**src/rtl/truth_table_sweep_ctrl_if.sv**
```systemverilog
// Handshake/data bundle between the sweep sequencer and its test/config + counter/F side.
// Optional compare signals exist only when SWEEP_COMPARE_EN is defined.
interface truth_table_sweep_ctrl_if #(
    parameter int CNT_W = 4
) ();
    localparam int N = 2 ** CNT_W;

    logic             start;
    logic             f_in;
    logic             clr;
    logic             inc;
    logic [CNT_W-1:0] code;
    logic             busy;
    logic             done;
    logic [N-1:0]     table_out;
`ifdef SWEEP_COMPARE_EN
    logic [N-1:0]     expected;
    logic             mismatch;
    logic [CNT_W-1:0] mismatch_idx;

    modport master (
        output start, f_in, expected,
        input  clr, inc, code, busy, done, table_out, mismatch, mismatch_idx
    );
    modport slave (
        input  start, f_in, expected,
        output clr, inc, code, busy, done, table_out, mismatch, mismatch_idx
    );
`else
    modport master (
        output start, f_in,
        input  clr, inc, code, busy, done, table_out
    );
    modport slave (
        input  start, f_in,
        output clr, inc, code, busy, done, table_out
    );
`endif
endinterface

```
**src/rtl/truth_table_sweep_ctrl.sv**
```systemverilog
// Sweeps the external event counter through every code, samples F into a truth table.
// Define SWEEP_COMPARE_EN to add golden-table compare (expected/mismatch/mismatch_idx).
//
//   state    | meaning
//   ---------+----------------------------------------------
//   S_IDLE   | waiting for start
//   S_CLEAR  | clr pulse, code reset, settle counter loaded
//   S_SETTLE | counting down the settle window
//   S_SAMPLE | table_out[code] <= f_in
//   S_STEP   | inc pulse, code advanced, settle reloaded
//   S_DONE   | one-cycle done pulse
module truth_table_sweep_ctrl #(
    parameter int CNT_W  = 4,
    parameter int SETTLE = 2
) (
    input  logic                     clk,
    input  logic                     reset_n,
    truth_table_sweep_ctrl_if.slave  bus
);
    localparam int N  = 2 ** CNT_W;
    localparam int SW = (SETTLE > 1) ? $clog2(SETTLE) : 1;
    localparam logic [SW-1:0]    SETTLE_LOAD = SW'(SETTLE - 1);
    localparam logic [CNT_W-1:0] LAST_CODE   = CNT_W'(N - 1);

    typedef enum logic [2:0] {
        S_IDLE,
        S_CLEAR,
        S_SETTLE,
        S_SAMPLE,
        S_STEP,
        S_DONE
    } state_t;

    state_t           r_state;
    state_t           w_next;
    logic [SW-1:0]    r_settle;
    logic [CNT_W-1:0] r_code;
    logic [N-1:0]     r_table;
    logic             r_clr;
    logic             r_inc;
    logic             r_busy;
    logic             r_done;
    logic             w_last;

    assign w_last = (r_code == LAST_CODE);

    always_comb begin
        w_next = r_state;
        case (r_state)
            S_IDLE:   if (bus.start) w_next = S_CLEAR;
            S_CLEAR:  w_next = S_SETTLE;
            S_SETTLE: if (r_settle == '0) w_next = S_SAMPLE;
            S_SAMPLE: w_next = w_last ? S_DONE : S_STEP;
            S_STEP:   w_next = S_SETTLE;
            S_DONE:   w_next = S_IDLE;
            default:  w_next = S_IDLE;
        endcase
    end

    // Pulse/status outputs are registered from the next state so they line up with the state itself.
    always_ff @(posedge clk or negedge reset_n) begin
        if (!reset_n) begin
            r_state  <= S_IDLE;
            r_clr    <= 1'b0;
            r_inc    <= 1'b0;
            r_busy   <= 1'b0;
            r_done   <= 1'b0;
            r_code   <= '0;
            r_settle <= '0;
            r_table  <= '0;
        end else begin
            r_state <= w_next;
            r_clr   <= (w_next == S_CLEAR);
            r_inc   <= (w_next == S_STEP);
            r_busy  <= (w_next != S_IDLE);
            r_done  <= (w_next == S_DONE);
            case (r_state)
                S_CLEAR: begin
                    r_code   <= '0;
                    r_settle <= SETTLE_LOAD;
                end
                S_SETTLE: if (r_settle != '0) r_settle <= r_settle - 1'b1;
                S_SAMPLE: r_table[r_code] <= bus.f_in;
                S_STEP: begin
                    r_code   <= r_code + 1'b1;
                    r_settle <= SETTLE_LOAD;
                end
                default: ;
            endcase
        end
    end

    assign bus.clr       = r_clr;
    assign bus.inc       = r_inc;
    assign bus.code      = r_code;
    assign bus.busy      = r_busy;
    assign bus.done      = r_done;
    assign bus.table_out = r_table;

`ifdef SWEEP_COMPARE_EN
    logic [N-1:0]     r_expected;
    logic             r_mismatch;
    logic [CNT_W-1:0] r_mismatch_idx;
    logic [N-1:0]     w_final;
    logic [N-1:0]     w_diff;
    logic [CNT_W-1:0] w_low_idx;

    // The last table bit is still being written in the final SAMPLE, so fold it in here.
    always_comb begin
        w_final         = r_table;
        w_final[r_code] = bus.f_in;
        w_diff          = w_final ^ r_expected;
        w_low_idx       = '0;
        for (int i = N - 1; i >= 0; i--) begin
            if (w_diff[i]) w_low_idx = CNT_W'(i);
        end
    end

    always_ff @(posedge clk or negedge reset_n) begin
        if (!reset_n) begin
            r_expected     <= '0;
            r_mismatch     <= 1'b0;
            r_mismatch_idx <= '0;
        end else if (r_state == S_IDLE && bus.start) begin
            r_expected     <= bus.expected;
            r_mismatch     <= 1'b0;
            r_mismatch_idx <= '0;
        end else if (r_state == S_SAMPLE && w_last) begin
            r_mismatch     <= |w_diff;
            r_mismatch_idx <= w_low_idx;
        end
    end

    assign bus.mismatch     = r_mismatch;
    assign bus.mismatch_idx = r_mismatch_idx;
`endif
endmodule

```
**src/flat_wrapper.sv**
```systemverilog
// flat-port wrapper written by rule: the top's interface ports become plain ports
module truth_table_sweep_ctrl_flat 
#(
    parameter int CNT_W  = 4,
    parameter int SETTLE = 2
)
  (clk, reset_n, bus_start, bus_f_in, bus_clr, bus_inc, bus_code, bus_busy, bus_done, bus_table_out);
  truth_table_sweep_ctrl_if #(.CNT_W(CNT_W)) bus_i ();
  input  logic clk;
  input  logic reset_n;
  input wire logic [$bits(bus_i.start)-1:0] bus_start;
  input wire logic [$bits(bus_i.f_in)-1:0] bus_f_in;
  output wire logic [$bits(bus_i.clr)-1:0] bus_clr;
  output wire logic [$bits(bus_i.inc)-1:0] bus_inc;
  output wire logic [$bits(bus_i.code)-1:0] bus_code;
  output wire logic [$bits(bus_i.busy)-1:0] bus_busy;
  output wire logic [$bits(bus_i.done)-1:0] bus_done;
  output wire logic [$bits(bus_i.table_out)-1:0] bus_table_out;
  assign bus_i.start = bus_start;
  assign bus_i.f_in = bus_f_in;
  assign bus_clr = bus_i.clr;
  assign bus_inc = bus_i.inc;
  assign bus_code = bus_i.code;
  assign bus_busy = bus_i.busy;
  assign bus_done = bus_i.done;
  assign bus_table_out = bus_i.table_out;
  truth_table_sweep_ctrl #(.CNT_W(CNT_W), .SETTLE(SETTLE)) u_core (.clk(clk), .reset_n(reset_n), .bus(bus_i));
endmodule
```
**config.mk**
```make
export PLATFORM = sky130hd
export DESIGN_NAME = truth_table_sweep_ctrl_flat
export DESIGN_NICKNAME = d
export VERILOG_FILES = /design/src/rtl/truth_table_sweep_ctrl_if.sv /design/src/rtl/truth_table_sweep_ctrl.sv /design/src/flat_wrapper.sv
export SDC_FILE = /design/constraint.sdc
export NUM_CORES = 1
export LEC_CHECK = 0
export CAP_MARGIN = 20
export CORE_MARGIN = 3
export CORE_UTILIZATION = 49
export DETAILED_ROUTE_END_ITERATION = 6
export PLACE_DENSITY = 0.86
export SETUP_SLACK_MARGIN = 0.3
export SLEW_MARGIN = 20
export SYNTH_ARGS = -nofsm -noshare
export SYNTH_HDL_FRONTEND = slang
export SYNTH_SLANG_ARGS = --single-unit
export TNS_END_PERCENT = 50
```
**constraint.sdc**
```tcl
create_clock -name clk -period 1.7 [get_ports clk]
set_input_delay 0.34 -clock clk [delete_from_list [all_inputs] [get_ports clk]]
set_output_delay 0.34 -clock clk [all_outputs]
set_load 0.005 [all_outputs]
```
==> metrics.yaml, run 1 <==
setup_path:
  cp.required_ns: 1.93
  cp_max_fo: 6
  crit_arrival_ns: 1.88
  crit_slowest_cell: "dfrtp_2"
  cp-end-kind: "register"
  critPathTopFamily: "flip-flops"
  cp_num_buf_inv: 1
  cp_slowest_stage_delay_ns: 0.49
  r2r_cells: 5
  r2r-start: "u_core.bus.code[0]"
  cp-start-kind: "register"
  crit_type: "register to register"
  timing.rr.end: "u_core.bus.table_out[0]"
  worstPathCellList: "inv_2 > ha_4 > nand4b_1 > nor3_2 > mux2_4"
  reg2reg_slack_ns: 0.05
grt:
  grt_pass1_wl_um: 5280
  grt_max_degree: 29
  overflow: 0
  grt_usage: 0.208
  antenna_found_initial: 0
  grt_pass1_vias: 1090
synth:
  syn-num-nets: 125
  syn_inst: 117
  synth.distinct_cells: 26
  synth_seq_cells: 28
  ys_seq_area_frac: 0.530
  synth_xor_area_frac: 0.00663
  synth_compound_area_frac: 0.0729
  yosysWarnings: 0
  syn_area_sq_um: 1320
  synthAdderAreaFrac: 0.0379
  yosys.area_share.simple: 0.163
  synth_area_per_cell_sq_um: 11.3
  synthMuxAreaShare: 0.144
  synth_top_family_by_area: "simple AND/OR/NAND/NOR gates"
floorplan:
  die_h_um: 57.9
  io_pins: 28
  initial_core_util: 0.524
  row_count: 18
  die_area_sq_um: 3360
  core_sq_um: 2520
  die_w_um: 57.9
power:
  cellPowerDensity_nw_per_um2: 1320
  p_leak_nw: 0.879
  peakVddDrop_uv: 848
sta:
  fin_crit_ns: 1.65
  setup_viol: 0
  rsz0062_at_grt: "true"
  maxSlewHeadroom: 0.665
  hold_viol_final: 0
  finalClockSkew_ns: 0.00992
  tightest_slew_ns: 0.495
  slew_violations: 0
  whs_ns: 0.356
  finalCritPeriodShare: 0.973
  layout_setup_ws_ns: 0.0456
  fmax_ghz: 0.604
finish:
  diodes: 0
  design_area_sq_um: 1810
  syn_to_final_growth_pct: 36.9
  layout.nets: 164
  stdcell_count: 185
  drive_above_1_share: 0.329
clocking:
  h-tree-depth: 1
  clock_sinks: 28
  cts_tree: "built"
  numCtsBuffers: 3
  path_clk_slew_ns: 0.15
  cts_hold_buf: 0
  clk_latency_ns: 0.33
  clockBufferDepth: 2
  cts_root_buffer: "clkbuf_4"
placed_design:
  portBuffers: 27
  dp.cells: 172
  gp_congestion: 0.764
  post-place-ws_ns: 0.0228
  placed_cell_area_sq_um: 1640
  dp_hpwl_um: 1960
min_path:
  hold_path.class: "input port to asynchronous set/reset pin"
job:
  maxCapViolCount: 0
route:
  drt-total-wl_um: 3250
  ant_nets: 0
  dr.pass1.iters: 4
  via_count: 1068
  viasPerCell: 5.77
  drc: 0
  drt_iter0_markers: 45
  detail_route.wl_per_cell_um: 17.5
run_status:
  status: "completed"
## power by group
| part | internal, W | switching [W] | total [W] |
|---|---|---|---|
| clock | 0.000131 | 0.000192 | 0.000323 |
| sequential | 0.000816 | 0.000163 | 0.000979 |
| combinational | 0.000556 | 0.000531 | 0.00109 |
## cell type report
class / instances / area (sq um)
Sequential cell: 28 / 706
Inverter: 4 / 17.5
Clock buffer: 4 / 36.3
Fill cell: 168 / 713
Tap cell: 30 / 37.5
Timing Repair Buffer: 42 / 384
Multi-Input combinational cell: 77 / 628
## metrics by stage
stage	setup TNS (ns)	total power (W)	utilization
final	0	0.00239	0.717
after global routing	-0.0248	0.00252	0.717
after CTS	0	0.00227	0.698
after detailed placement	0	0.00184	0.649
after global placement	0	0.00179	0.649
after floorplan	0	0.00148	-
## worst max path at each step
stage / start / end / depth (start not counted)
2_1_floorplan: u_core.bus.code[1] / u_core.bus.table_out[1] / 5
3_3_place_gp: u_core.bus.code[1] / u_core.bus.table_out[1] / 5
3_5_place_dp: u_core.bus.code[1] / u_core.bus.table_out[1] / 5
4_1_cts: u_core.bus.code[1] / u_core.bus.table_out[8] / 5
5_1_grt: u_core.bus.code[1] / u_core.bus.table_out[5] / 5
6_report: u_core.bus.code[0] / u_core.bus.table_out[0] / 5
## placed cells by master, fill, tap and decap left out
cell and count:
a211o_1 1, a21oi_1 5, a22oi_1 1, a311o_1 1
a41oi_1 1, buf_4 14, buf_6 1, clkbuf_4 3
clkbuf_8 1, clkdlybuf4s15_1 1, clkdlybuf4s50_1 15, dfrtp_1 24
dfrtp_2 4, dlygate4sd2_1 8, dlymetal6s2s_1 3, ha_1 1
ha_4 3, inv_1 2, inv_2 1, inv_4 1
mux2_2 14, mux2_4 2, mux2i_1 1, nand2_1 3
nand2b_1 4, nand4b_1 4, nor2_1 17, nor2_2 1
nor3_1 1, nor3_2 4, nor4_1 1, nor4_2 1
nor4b_1 1, nor4bb_1 1, o21ai_0 6, o22ai_1 1
or4b_4 1, xnor2_1 1
## synthesized netlist by cell type
master	instances	share of area
ha_1	4	0.038
nor4bb_1	1	0.0076
buf_6	1	0.0085
inv_1	4	0.011
o21ai_0	6	0.023
a211o_1	1	0.0066
nor4b_1	1	0.0066
o22ai_1	1	0.0047
or4b_4	1	0.010
nor2_1	18	0.051
nand2_1	3	0.0085
a41oi_1	1	0.0066
nor4_1	1	0.0047
a22oi_1	1	0.0057
nor3_1	5	0.019
a311o_1	1	0.0076
nor4_2	1	0.0095
nand2b_1	4	0.019
clkbuf_1	1	0.0028
nand4b_1	4	0.027
mux2i_1	1	0.0076
a21oi_1	5	0.019
dfrtp_1	28	0.53
mux2_2	16	0.14
buf_2	6	0.023
xnor2_1	1	0.0066
## state kept, by name (all words and copies together) (netlist names)
signal                count
u_core.bus.clr            1
u_core.bus.busy           1
u_core.bus.done           1
u_core.bus.inc            1
u_core.bus.table_out     16
u_core.r_state            3
u_core.r_settle           1
u_core.bus.code           4
## worst register-to-register path: stages, from the launching register on
cell	delay [ns]
dfrtp_2	0.49
inv_2	0.12
ha_4	0.14
nand4b_1	0.24
nor3_2	0.24
mux2_4	0.32
## kinds of logic after synthesis
| logic type | after synthesis |
|---|---|
| simple gates | 39 |
| fa+ha+maj | 4 |
| mux | 17 |
| buf+inv | 12 |
| compound gates | 16 |
| flops | 28 |
| xor+xnor | 1 |
## what timing repair did
item,in CTS,in global routing
buffers inserted,7,2
pin swaps,5,5
resized for setup,21,7
setup endpoints to repair,42,39
cloned,0,0
## routing by layer
metal	GRT usage	share of wire	vias up	wire (um)
li1	-	-	485	-
met1	0.269	0.41	534	1350
met2	0.345	0.51	38	1640
met3	0.0290	0.042	11	137
met4	0.0960	0.037	0	119
met5	0	0	-	0
Note: power is estimated with default switching activity, not from simulation.
==> run 2: changes to the inputs <==
--- a/config.mk
+++ b/config.mk
@@ -7,9 +7,9 @@
 export LEC_CHECK = 0
 export CAP_MARGIN = 20
 export CORE_MARGIN = 3
-export CORE_UTILIZATION = 49
+export CORE_UTILIZATION = 38
 export DETAILED_ROUTE_END_ITERATION = 6
-export PLACE_DENSITY = 0.86
+export PLACE_DENSITY = 0.71
 export SETUP_SLACK_MARGIN = 0.3
 export SLEW_MARGIN = 20
 export SYNTH_ARGS = -nofsm -noshare
==> metrics.yaml, run 2 (synthesis gave the netlist of run 1 again) <==
sta:
  fin_crit_ns: 1.63
  slew_violations: 0
  fmax_ghz: 0.613
  finalCritPeriodShare: 0.960
  finalClockSkew_ns: 0.00667
  hold_viol_final: 0
  timing.setup.tns_ns: 0
  rsz0062_at_grt: "true"
  setup_viol: 0
  maxSlewHeadroom: 0.663
  tightest_slew_ns: 0.499
setup_path:
  timing.rr.end: "u_core.bus.table_out[1]"
  critPathTopFamily: "simple AND/OR/NAND/NOR gates"
  crit_slowest_cell: "dfrtp_2"
  cp_num_buf_inv: 1
  cp.required_ns: 1.94
  reg2reg_slack_ns: 0.07
  r2r-start: "u_core.bus.code[1]"
  critical_path_depth: 5
  crit_type: "register to register"
  r2r_cells: 5
  timing.critical_path.to: "u_core.bus.table_out[1]"
  cp_max_fo: 4
  cp-end-kind: "register"
  critPathLaunch: "u_core.bus.code[1]"
  cp-start-kind: "register"
  cp_slowest_stage_delay_ns: 0.47
  crit_arrival_ns: 1.87
  worstPathCellList: "inv_2 > ha_1 > nand4b_1 > nor3_2 > mux2_4"
power:
  cellPowerDensity_nw_per_um2: 1270
  peakVddDrop_uv: 589
  p_leak_nw: 0.932
  power_w: 0.00234
floorplan:
  die_w_um: 65.0
  die_h_um: 65.0
  initial_core_util: 0.416
  row_count: 20
  die_area_sq_um: 4220
  core_sq_um: 3180
  io_pins: 28
finish:
  final_cell_mix: "dfrtp_1, buf_4, nor2_1, dlygate4sd2_1, mux2_2"
  diodes: 0
  final_common_cell: "dfrtp_1"
  nFillCells: 268
  largest_reg_flops: 16
  regArea_sq_um: 706
  layout.nets: 167
  regMostFlops: "u_core.bus.table_out"
  multi_input_area_sq_um: 632
  syn_to_final_growth_pct: 40.1
  drive_above_1_share: 0.361
route:
  viasPerCell: 5.05
  drt_iter0_markers: 56
  drc: 0
  detail_route.wl_per_cell_um: 15.1
  drt-total-wl_um: 3050
  dr.pass1.iters: 4
  via_count: 1020
  ant_nets: 0
clocking:
  clockBufferDepth: 2
  numCtsBuffers: 3
  h-tree-depth: 1
  clock_sinks: 28
  clk_latency_ns: 0.33
  cts_root_buffer: "clkbuf_4"
  cts_tree: "built"
  path_clk_slew_ns: 0.15
grt:
  grt-busiest-layer: "met2"
  antenna_found_initial: 0
  grt_usage: 0.151
  use_met2: 0.253
  overflow: 0
  grt_pass1_vias: 1017
  globalRouteMet1Util: 0.202
  grtUsageMet3: 0.0156
  grt_pass1_wl_um: 4960
  grt_max_degree: 29
placed_design:
  portBuffers: 27
  gp_congestion: 0.839
  dp_hpwl_um: 2030
min_path:
  hold_path.class: "input port to asynchronous set/reset pin"
run_status:
  status: "completed"
job:
  maxCapViolCount: 0
==> run 2: worst reg2reg max path: cells and delay by family, from the launching register on <==
kind,cells,cell delay [ns]
AND/OR/NAND/NOR,2,0.48
multiplexers,1,0.32
flip-flops,1,0.47
buffers and inverters,1,0.11
adder cells (fa/ha/maj),1,0.17
==> run 2: worst min path at each step <==
stage	start	end	depth (start not counted)
floorplan	reset_n	u_core.bus.busy	0
global placement	u_core.bus.table_out[5]	u_core.bus.table_out[5]	1
detailed placement	u_core.bus.table_out[5]	u_core.bus.table_out[5]	1
CTS	reset_n	u_core.r_settle	2
global route	reset_n	u_core.bus.table_out[13]	2
finish	reset_n	u_core.bus.table_out[13]	2
==> run 2: power by group <==
part | total (W) | internal (W) | switching, W | leakage (nW)
registers | 0.000949 | 0.000816 | 0.000133 | 0.369
logic | 0.00107 | 0.000541 | 0.000524 | 0.542
clock network | 0.000330 | 0.000131 | 0.000199 | 0.0210
total | 0.00234 | 0.00149 | 0.000856 | 0.932
==> run 2: final cells by class <==
class                           count  area share
Tap cell                           44      0.0297
Clock buffer                        4      0.0196
Inverter                            4     0.00947
Timing Repair Buffer               45       0.218
Sequential cell                    28       0.381
Multi-Input combinational cell     77       0.341
==> run 2: metal layers <==
metal	vias to the layer above	routed length (um)
li1	490	-
met1	506	1440
met2	22	1500
met3	2	85
met4	0	29
met5	-	0
==> run 2: what timing repair did <==
action,in CTS,in global routing
setup endpoints to repair,43,34
pin swaps,3,6
hold buffers,0,0
buffers inserted,9,3
resized for setup,23,17
==> run 2: metrics by stage <==
step	utilization	area (sq um)	setup WS [ns]	hold slack, ns	std cells
after floorplan	-	1330	0.255	0.0444	117
after global placement	0.520	1650	0.0980	0.494	186
after detailed placement	0.520	1650	0.0743	0.494	186
after CTS	0.556	1770	0.120	0.382	199
after global routing	0.582	1850	0.0206	0.408	202
final	0.582	1850	0.0684	0.365	202
